`src/rtl/spi_mem_ctrl.sv`:
```
// spi_mem_ctrl: shared-bus SPI memory controller, mode 0, NUM_DEV chip selects.
// Ports: clk/reset; CPU side dev_sel, word_address, wdata, wmask, rd, wr, rdata,
// rbusy, wbusy; SPI side spi_clk, spi_cs_n, spi_mosi, spi_miso.
module spi_mem_ctrl #(
  parameter int NUM_DEV     = 2,
  parameter int ADDR_BYTES  = 3,
  parameter int CLK_DIV     = 1,
  parameter int WORD_ADDR_W = 20
) (
  input  logic                   clk,
  input  logic                   reset,
  input  logic [NUM_DEV-1:0]     dev_sel,
  input  logic [WORD_ADDR_W-1:0] word_address,
  input  logic [31:0]            wdata,
  input  logic [3:0]             wmask,
  input  logic                   rd,
  input  logic                   wr,
  output logic [31:0]            rdata,
  output logic                   rbusy,
  output logic                   wbusy,
  output logic                   spi_clk,
  output logic [NUM_DEV-1:0]     spi_cs_n,
  output logic                   spi_mosi,
  input  logic                   spi_miso
);

  localparam int AW   = 8 * ADDR_BYTES;
  localparam int SH_W = 40 + AW;
  localparam int BW   = $clog2(SH_W);
  localparam int DW   = $clog2(2 * CLK_DIV) + 1;
  localparam int XW   = (NUM_DEV > 1) ? $clog2(NUM_DEV) : 1;

  localparam logic [DW-1:0] HALF_END = DW'(CLK_DIV - 1);
  localparam logic [DW-1:0] GAP_END  = DW'(2 * CLK_DIV - 1);

  typedef enum logic [2:0] {
    IDLE,
    CMD,
    ADDR,
    DATA,
    GAP
  } state_t;

  state_t               state_q, state_d;
  logic [XW-1:0]        dev_q, dev_d;
  logic                 op_wr_q, op_wr_d;
  logic [WORD_ADDR_W-1:0] addr_q, addr_d;
  logic [31:0]          wdata_q, wdata_d;
  logic [3:0]           mask_q, mask_d;
  logic [SH_W-1:0]      sh_q, sh_d;
  logic [BW-1:0]        last_q, last_d;
  logic [BW-1:0]        idx_q, idx_d;
  logic [DW-1:0]        div_q, div_d;
  logic [31:0]          rx_q, rx_d;
  logic [31:0]          rdata_q, rdata_d;
  logic                 rbusy_q, rbusy_d;
  logic                 wbusy_q, wbusy_d;
  logic                 sclk_q, sclk_d;
  logic [NUM_DEV-1:0]   cs_n_q, cs_n_d;
  logic                 mosi_q, mosi_d;

  logic [XW-1:0]        sel_idx;
  logic [3:0]           run_src;
  logic [1:0]           run_s;
  logic [2:0]           run_k;
  logic [3:0]           run_left;
  logic                 accept;

  function automatic logic [1:0] run_start(input logic [3:0] m);
    logic [1:0] s;
    s = 2'd0;
    for (int i = 3; i >= 0; i--)
      if (m[i]) s = 2'(i);
    return s;
  endfunction

  // Length of the contiguous run of set bits beginning at s.
  function automatic logic [2:0] run_len(input logic [3:0] m,
                                         input logic [1:0] s);
    logic [2:0] k;
    logic       stop;
    k    = 3'd0;
    stop = 1'b0;
    for (int i = 0; i < 4; i++) begin
      if (i >= int'(s) && !stop) begin
        if (m[i]) k = k + 3'd1;
        else      stop = 1'b1;
      end
    end
    return k;
  endfunction

  function automatic logic [3:0] run_bits(input logic [1:0] s,
                                          input logic [2:0] k);
    logic [3:0] r;
    r = 4'd0;
    for (int i = 0; i < 4; i++)
      if (i >= int'(s) && i < int'(s) + int'(k)) r[i] = 1'b1;
    return r;
  endfunction

  // Whole frame left-aligned: command, address, then payload bytes
  // lowest first. Reads carry a zero payload.
  function automatic logic [SH_W-1:0] frame(
    input logic                   wr_op,
    input logic [WORD_ADDR_W-1:0] wa,
    input logic [1:0]             s,
    input logic [2:0]             k,
    input logic [31:0]            wd
  );
    logic [63:0] full;
    logic [31:0] dat;
    logic [7:0]  cmd;
    logic [7:0]  b [4];
    full = 64'({wa, s});
    dat  = 32'd0;
    for (int j = 0; j < 4; j++) b[j] = wd[8*j +: 8];
    if (wr_op) begin
      for (int i = 0; i < 4; i++)
        if (i < int'(k)) dat[31-8*i -: 8] = b[2'(int'(s) + i)];
    end
    cmd = wr_op ? 8'h02 : 8'h03;
    return {cmd, full[AW-1:0], dat};
  endfunction

  function automatic logic [BW-1:0] last_bit(input logic [2:0] k);
    return BW'(8 + AW + 8 * int'(k) - 1);
  endfunction

  function automatic logic [NUM_DEV-1:0] cs_for(input logic [XW-1:0] d);
    return ~(NUM_DEV'(1) << d);
  endfunction

  always_comb begin
    sel_idx = '0;
    for (int i = NUM_DEV - 1; i >= 0; i--)
      if (dev_sel[i]) sel_idx = XW'(i);
  end

  always_comb begin
    run_src  = (state_q == IDLE) ? wmask : mask_q;
    run_s    = run_start(run_src);
    run_k    = run_len(run_src, run_s);
    run_left = run_src & ~run_bits(run_s, run_k);
  end

  assign accept = (rd | wr) & (|dev_sel);

  always_comb begin
    state_d = state_q;
    dev_d   = dev_q;
    op_wr_d = op_wr_q;
    addr_d  = addr_q;
    wdata_d = wdata_q;
    mask_d  = mask_q;
    sh_d    = sh_q;
    last_d  = last_q;
    idx_d   = idx_q;
    div_d   = div_q;
    rx_d    = rx_q;
    rdata_d = rdata_q;
    rbusy_d = rbusy_q;
    wbusy_d = wbusy_q;
    sclk_d  = sclk_q;
    cs_n_d  = cs_n_q;
    mosi_d  = mosi_q;

    unique case (state_q)
      IDLE: begin
        if (accept) begin
          dev_d   = sel_idx;
          op_wr_d = wr;
          addr_d  = word_address;
          wdata_d = wdata;
          mask_d  = wr ? run_left : 4'd0;
          sh_d    = frame(wr, word_address,
                          wr ? run_s : 2'd0,
                          wr ? run_k : 3'd4, wdata);
          last_d  = last_bit(wr ? run_k : 3'd4);
          mosi_d  = sh_d[SH_W-1];
          cs_n_d  = cs_for(sel_idx);
          sclk_d  = 1'b0;
          idx_d   = '0;
          div_d   = '0;
          rbusy_d = ~wr;
          wbusy_d = wr;
          state_d = CMD;
        end
      end

      CMD, ADDR, DATA: begin
        if (div_q != HALF_END) begin
          div_d = div_q + 1'b1;
        end else if (!sclk_q) begin
          div_d  = '0;
          sclk_d = 1'b1;
          if (state_q == DATA) rx_d = {rx_q[30:0], spi_miso};
        end else begin
          div_d  = '0;
          sclk_d = 1'b0;
          if (idx_q == last_q) begin
            cs_n_d  = '1;
            mosi_d  = 1'b0;
            state_d = GAP;
          end else begin
            idx_d  = idx_q + 1'b1;
            sh_d   = {sh_q[SH_W-2:0], 1'b0};
            mosi_d = sh_q[SH_W-2];
            if (idx_d == BW'(8))
              state_d = ADDR;
            else if (idx_d == BW'(8 + AW))
              state_d = DATA;
          end
        end
      end

      GAP: begin
        if (div_q != GAP_END) begin
          div_d = div_q + 1'b1;
        end else begin
          div_d = '0;
          // Remaining mask bits mean another write run on the same device.
          if (op_wr_q && (|mask_q)) begin
            mask_d  = run_left;
            sh_d    = frame(1'b1, addr_q, run_s, run_k, wdata_q);
            last_d  = last_bit(run_k);
            mosi_d  = sh_d[SH_W-1];
            cs_n_d  = cs_for(dev_q);
            idx_d   = '0;
            state_d = CMD;
          end else begin
            if (!op_wr_q)
              rdata_d = {rx_q[7:0], rx_q[15:8],
                         rx_q[23:16], rx_q[31:24]};
            rbusy_d = 1'b0;
            wbusy_d = 1'b0;
            state_d = IDLE;
          end
        end
      end

      default: state_d = IDLE;
    endcase
  end

  always_ff @(posedge clk or posedge reset) begin
    if (reset) begin
      state_q <= IDLE;
      dev_q   <= '0;
      op_wr_q <= 1'b0;
      addr_q  <= '0;
      wdata_q <= '0;
      mask_q  <= '0;
      sh_q    <= '0;
      last_q  <= '0;
      idx_q   <= '0;
      div_q   <= '0;
      rx_q    <= '0;
      rdata_q <= '0;
      rbusy_q <= 1'b0;
      wbusy_q <= 1'b0;
      sclk_q  <= 1'b0;
      cs_n_q  <= '1;
      mosi_q  <= 1'b0;
    end else begin
      state_q <= state_d;
      dev_q   <= dev_d;
      op_wr_q <= op_wr_d;
      addr_q  <= addr_d;
      wdata_q <= wdata_d;
      mask_q  <= mask_d;
      sh_q    <= sh_d;
      last_q  <= last_d;
      idx_q   <= idx_d;
      div_q   <= div_d;
      rx_q    <= rx_d;
      rdata_q <= rdata_d;
      rbusy_q <= rbusy_d;
      wbusy_q <= wbusy_d;
      sclk_q  <= sclk_d;
      cs_n_q  <= cs_n_d;
      mosi_q  <= mosi_d;
    end
  end

  assign rdata    = rdata_q;
  assign rbusy    = rbusy_q;
  assign wbusy    = wbusy_q;
  assign spi_clk  = sclk_q;
  assign spi_cs_n = cs_n_q;
  assign spi_mosi = mosi_q;

endmodule

```
`config.mk`:
```
export PLATFORM = sky130hd
export DESIGN_NAME = spi_mem_ctrl
export DESIGN_NICKNAME = d
export VERILOG_FILES = /design/src/rtl/spi_mem_ctrl.sv
export SDC_FILE = /design/constraint.sdc
export NUM_CORES = 1
export LEC_CHECK = 0
export CORE_MARGIN = 3
export CORE_UTILIZATION = 25
export CTS_BUF_LIST = sky130_fd_sc_hd__clkbuf_8
export CTS_CLUSTER_SIZE = 25
export DETAILED_ROUTE_END_ITERATION = 12
export GPL_TIMING_DRIVEN = 0
export SLEW_MARGIN = 20
export SYNTH_ARGS = -nofsm -noshare
export SYNTH_HDL_FRONTEND = slang
export SYNTH_SLANG_ARGS = --single-unit
```
`constraint.sdc`:
```
create_clock -name clk -period 15.9 [get_ports clk]
set_input_delay 1.59 -clock clk [delete_from_list [all_inputs] [get_ports clk]]
set_output_delay 1.59 -clock clk [all_outputs]
set_load 0.01 [all_outputs]
```
### Yosys cells after proc, flatten, opt, wreduce, memory -nomap -nowiden

Cells that the tools add are included.
Widths: inputs -> output; s select.

| operators by class | value |
|---|---|
| shift operators | 2 |
| eq/ne operators | 17 |
| bitwise gates (word level) | 20 |
| reductions and logical operators | 27 |
| $add $sub $neg | 16 |
| multiplexer cells | 121 |
| $lt $le $gt $ge | 23 |

Operator list:

| operator | count |
|---|---|
| $mux 63 | 6 |
| $mux 8 | 24 |
| $pmux 63 s3 | 1 |
| $bmux 8 s2 | 8 |
| $mux 6 | 9 |
| $mux 3 | 14 |
| $lt 1x32->1 const A | 1 |
| $lt 2x32->1 const A | 1 |
| $lt 3x32->1 const A | 1 |
| $mux 32 | 1 |
| $mux 1 | 29 |
| $mux 2 | 14 |
| $ge 2x3->1 const B | 8 |
| $mux 4 | 5 |
| $not 2->2 | 10 |
| $pmux 6 s3 | 1 |
| $ne 2x2->1 const B | 8 |
| $reduce_and 4->1 | 4 |
| $reduce_and 7->1 | 2 |
| $add 6x6->6 const A | 2 |
| $lt 1x3->1 const A | 4 |
| $lt 2x3->1 const A | 4 |
| $pmux 2 s3 | 2 |
| $pmux 6 s2 | 1 |
| other kinds (39) | 66 |

| storage, ports and cells | value |
|---|---|
| output and inout bits | 38 |
| logic and storage cells | 243 |
| input port bits | 63 |
| bits in registers | 208 |

### Depth between registers and ports, before layout

Gate-level depths: netlist of the first run.

| logic depth | value |
|---|---|
| depth after elaboration | 26 |
| mapped depth | 22 |
| gate-level depth less buffers | 18 |

### Least setup slack after synthesis of the first run

Ideal clock, no wire load.

| path | value |
|---|---|
| path type | input to register |
| from | input wmask[0] |
| to | register mask_q[0] |
| setup slack | 10173 ps |
| arrival | 5617 ps |
| library setup time | 110 ps |
| path buffers | 2 |
| data required time | 15790 ps |
| stages on the path | 20 |
| path through | or4b_1 > nand2_1 > nor3_2 > buf_6 > inv_4 > buf_2 > ha_1 > and4_1 > or2_2 > nor2_1 > xor2_1 > ha_1 > nor4b_1 > a311o_1 > ha_1 > a21oi_1 > nand2_1 > mux2i_1 > nand2_1 > o41ai_1 |

| on the way | value |
|---|---|
| word-level cells in the longest chain between the ends | 22 |
| elaborated cells between the ends (all ways) | 37 |
| those cells by class | add/sub: 4; order compare: 4; mux: 22; bitwise: 2; reduce/logical: 5 |

RTL lines:

| element | RTL line | source |
|---|---|---|
| start, declared | 15 | `input logic [3:0] wmask,` |
| $mux 4 (*) | 141 | `run_src = (state_q == IDLE) ? wmask : mask_q;` |
| $mux 2 | 73 | `if (m[i]) s = 2'(i);` |
| $ge 1x2->1 | 85, 98 |  |
| $mux 1 | 85 | `if (i >= int'(s) && !stop) begin` |
| $add 3x1->3 / $logic_not 1->1 (equally long branches) | 86, 85 |  |
| $mux 3 / $logic_and 1x1->1 (equally long branches) | 86, 85 |  |
| $mux 3 / $mux 1 (equally long branches) | 85 |  |
| $add 3x1->3 / $logic_not 1->1 (equally long branches) | 86, 85 |  |
| [... 6 more ...] | n/a |  |
| $lt 1x32->1 | 98 | `if (i >= int'(s) && i < int'(s) + int'(k)) r[i] = 1'b1;` |
| $logic_and 1x1->1 | 98 |  |
| $mux 1 | 98 |  |
| $not 4->4 | 144 | `run_left = run_src & ~run_bits(run_s, run_k);` |
| $and 4x4->4 (*) | 144 |  |
| $mux 4 (on tied branches) | 223, 175 |  |
| $mux 4 (on tied branches) | 218, 170 |  |
| $pmux 4 s2 (*) | 168 | `unique case (state_q)` |
| end signal, assigned | 271 | `mask_q <= mask_d;` |
| end, declared | 49 | `logic [3:0] mask_q, mask_d;` |

Every way passes the cells marked *; elsewhere a longest branch is shown, timed or not. The select of a mux whose other input is x is not followed.
A chain may end at the register's enable or synchronous reset.

### Worst setup path after layout of the first run

| path | value |
|---|---|
| from | input wmask[2] |
| to | register mask_q[0] |

| on the way | value |
|---|---|
| word-level cells in the longest chain between the ends | 24 |
| elaborated cells between the ends (all ways) | 37 |
| those cells by class | add/sub: 4; order compare: 4; mux: 22; bitwise: 2; reduce/logical: 5 |

RTL lines:

| element | RTL line |
|---|---|
| $mux 4 (*) | 141 |
| $mux 2 (3 in series) | 73 |
| $ge 1x2->1 | 85, 98 |
| $mux 1 | 85 |
| $add 3x1->3 / $logic_not 1->1 (equally long branches) | 86, 85 |
| $mux 3 / $logic_and 1x1->1 (equally long branches) | 86, 85 |
| $mux 3 / $mux 1 (equally long branches) | 85 |
| $add 3x1->3 / $logic_not 1->1 (equally long branches) | 86, 85 |
| [... 6 more ...] | n/a |
| $lt 1x32->1 | 98 |
| $logic_and 1x1->1 (*) | 98 |
| $mux 1 (*) | 98 |
| $not 4->4 (*) | 144 |
| $and 4x4->4 (*) | 144 |
| $mux 4 (on tied branches) | 223, 175 |
| $mux 4 (on tied branches) | 218, 170 |
| $pmux 4 s2 (*) | 168 |

Marks and branches as above.

==> results_dict.tcl, run 1 <==
set metrics [dict create \
    grt_max_degree 81 \
    crit_chain "clkdlybuf4s50_1 -> nor2_1 -> o41ai_1 -> clkbuf_1 -> clkbuf_1 -> ha_1 -> a21o_1 -> nor2_1 -> o21a_1 -> ha_1 -> nor4b_1 -> a311o_1 -> ha_1 -> a21oi_1 -> nand2_1 -> mux2i_1 -> nand2_1 -> o41ai_1" \
    hold_violations 0 \
    start_kind "input port" \
    drc_errors 0 \
    tns_ns 0 \
    timing.rr.end "mask_q[0]$_DFFE_PP0P_" \
    reg2reg_from "state_q[2]$_DFFE_PP0P_" \
    dp.cells 1947 \
    synth-edff-count 0 \
    routabilityCongestion 0.953 \
    max_cap_violations 0 \
    slew_headroom_pct 31.1 \
    period_share_pct 43.2 \
    synth_seq_area_share_pct 45.0 \
    cp.arrival_ns 7.34 \
    rr_worst_depth 19 \
    crit_top_cell "ha_1" \
    synthFlopType "dfrtp_1" \
    power_density_mw_per_mm2 207 \
    yosys_warnings 0 \
    clkTransAtPathRegs_ns 0.06 \
    mostFrequentLayoutCells "nand2_1 (374), dfrtp_1 (204), clkdlybuf4s50_1 (99), mux2_2 (75), nor2_1 (73)" \
    cts.htree.levels 2 \
    rows 77 \
    netlist_area_mm2 0.0115 \
    grt-busiest-layer "met2" \
    cts_tree "built" \
    min_path_cells 2 \
    status "finished clean" \
    p_sw_share_pct 46.5 \
    final_common_cell "nand2_1" \
    avgViaCountPerCell 5.03 \
    power_mw 2.90 \
    ys_ff_latch 206 \
    cts_buffers 38 \
    postCtsSetupBuffers 0 \
    grt_use_met1_pct 19.9 \
    use_met3_pct 3.43 \
    ctsHoldBuffers 0 \
    async_flop_share_pct 100 \
    firstDrtPassIters 5 \
    switchingPower_mw 1.35 \
    stdcell_count 2016 \
    crit_path_max_fanout 12 \
    finalSetupViolCount 0 \
    core_region_area_mm2 0.0448 \
    met2_usage_pct 24.8 \
    critPathSlowestCell "clkbuf_1" \
    avgSynthCellArea_um2 9.14 \
    slew_violations 0 \
    drt_iter0_drc 929 \
    cts_sinks 206 \
    diodes 0 \
    wl_per_cell_um 18.6 \
    post_cts_resized 0 \
    rsz0062_at_grt "no" \
    worst_pin_slew_ns 1.03 \
    cp-end-kind "flip-flop" \
    start_util_pct 25.6 \
    fin_ws_ns 9.03 \
    cpPeakStageDelay_ns 0.72 \
    drive_gt1_share_pct 13.1 \
    yosysUniqueCellTypes 66 \
    place_ws_ns 8.55 \
    ant_nets 0 \
    min_to "sh_q[55]$_DFFE_PP0P_" \
    max_freq_mhz 146 \
    min_path_type "flip-flop to flip-flop" \
    num_vias 10100 \
    die_h_um 220 \
    fp.dieW_um 220 \
    fp.dieArea_mm2 0.0485 \
    cts_root_buf "clkbuf_8" \
    grt_overflow 0 \
    clock_path_buffers 3 \
    clkPwrFrac_pct 17.9 \
    num_io_pins 101 \
    grt_usage_pct 15.4 \
    p_int_mw 1.55 \
    ir_drop_uv 95.5 \
    dp_hpwl_um 26600 \
    worstPathRequired_ns 16.36 \
    critPathKind "input port to flip-flop" \
    finalCriticalPeriod_ns 6.87 \
    syn_inst 1254 \
    wirelength_um 37400 \
    first_global_vias 10000 \
    hp-start "sh_q[55]$_DFFE_PP0P_" \
    leakage_nw 6.31 \
    antenna_found_initial 0 \
    io_buffer_count 99 \
    area_growth_pct 22.3 \
    fin_skew_ns 0.0333 \
    grt_pass1_wl_um 58400 \
    r2r_setup_slack_ns 9.58 \
    clock_latency_ns 0.58 \
    syn_nets 1332 \
    final_net_count 1473 \
    p_seq_share_pct 27.4 \
    comb_power_share_pct 54.7 \
]
-- per-layer routing --
layer  vias to the layer above  wire [um]
li1                       4676          -
met1                      4963      15800
met2                       401      17300
met3                        97       2810
met4                         0       1600
met5                         -          0
-- per-stage QoR --
step | hold WS (ns) | utilization, % | cell area [um^2]
after floorplan | 0.438 | - | 11500
after global placement | 0.449 | 29.5 | 13200
after detailed placement | 0.459 | 29.6 | 13300
after CTS | 0.474 | 31.3 | 14000
after global routing | 0.495 | 31.3 | 14000
final | 0.469 | 31.3 | 14000
-- worst max path at each step --
stage                  start                     end  slack [ns]
global route        wmask[2]   mask_q[0]$_DFFE_PP0P_        8.72
global placement       reset  addr_q[13]$_DFFE_PP0P_        5.70
detailed placement  wmask[2]   mask_q[0]$_DFFE_PP0P_        8.55
finish              wmask[2]   mask_q[0]$_DFFE_PP0P_        9.03
floorplan              reset   addr_q[0]$_DFFE_PP0P_        8.69
CTS                 wmask[2]   mask_q[0]$_DFFE_PP0P_        9.16
-- power groups by stage --
| stage | Combinational, mW | Clock [mW] | Sequential (mW) |
|---|---|---|---|
| detailed placement | 1.56 | 0 | 0.797 |
| floorplan | 1.12 | 0 | 0.764 |
| CTS | 1.56 | 0.531 | 0.790 |
| finish | 1.58 | 0.517 | 0.794 |
| global route | 1.72 | 0.554 | 0.812 |
| global placement | 1.53 | 0 | 0.792 |
-- cell type report --
type                    count  area (um^2)
multi-input cells         949         5890
inverters                  15         66.3
plain buffers              84          363
fillers                  4679        30800
repair buffers            101         1050
clock buffers              46          633
flip-flops and latches    206         5160
clock inverters            23          128
well taps                 592          741
-- Yosys cell counts (14+ instances only) --
cell	number	area, um^2
nand2_1	374	1400
dfrtp_1	204	5100
mux2_2	75	845
nor2_1	74	278
o21ai_0	72	360
mux2i_1	65	651
clkbuf_1	58	218
nand3_1	47	235
a21oi_1	46	230
o22ai_1	23	144
mux4_2	16	360
buf_2	14	70.1
ha_1	14	175
-- flip-flops by register name (all words and copies together), names as in the netlist, 2 cells and up --
register / cells
addr_q: 20
div_q: 2
idx_q: 6
last_q: 4
mask_q: 4
rdata: 32
rx_q: 32
sh_q: 63
spi_cs_n: 2
state_q: 3
wdata_q: 32
-- critical path: cells and delay by family --
kind	cells	cell delay, ns
buffers and inverters	3	2.01
AND/OR/NAND/NOR	5	0.75
adder cells (fa/ha/maj)	3	0.99
AO/OA/AOI/OAI	6	1.77
multiplexers	1	0.21
-- logic make-up (layout without fill, tap and decap cells) --
family                   count (synthesis)  count (layout)  synth area share (%)
AO/OA/AOI/OAI                          216             216                  12.5
XOR/XNOR                                 8               8                 0.611
adder cells (fa/ha/maj)                 15              15                  1.70
buffers and inverters                   99             269                  3.68
flip-flops                             206             206                  45.0
multiplexers                           156             156                  16.2
AND/OR/NAND/NOR                        554             554                  20.3
No activity file was read; power rests on OpenSTA's default activity.
==> run 2: changes to the inputs <==
clock period = 7.1 ns   (was 15.9 ns; I/O delays follow)
==> results of run 2 <==
Same layout as run 1 (identical final DEF). Status: finished clean.
Main changes from that run: setup slack after placement 8.55 ns -> 0.632 ns; setup slack after layout 9.03 ns -> 0.782 ns; start point of the critical path wmask[2] -> state_q[2]$_DFFE_PP0P_; register-to-register setup slack 9.58 ns -> 0.78 ns; total power 2.90 mW -> 6.49 mW; worst IR drop on VDD 95.5 uV -> 214 uV
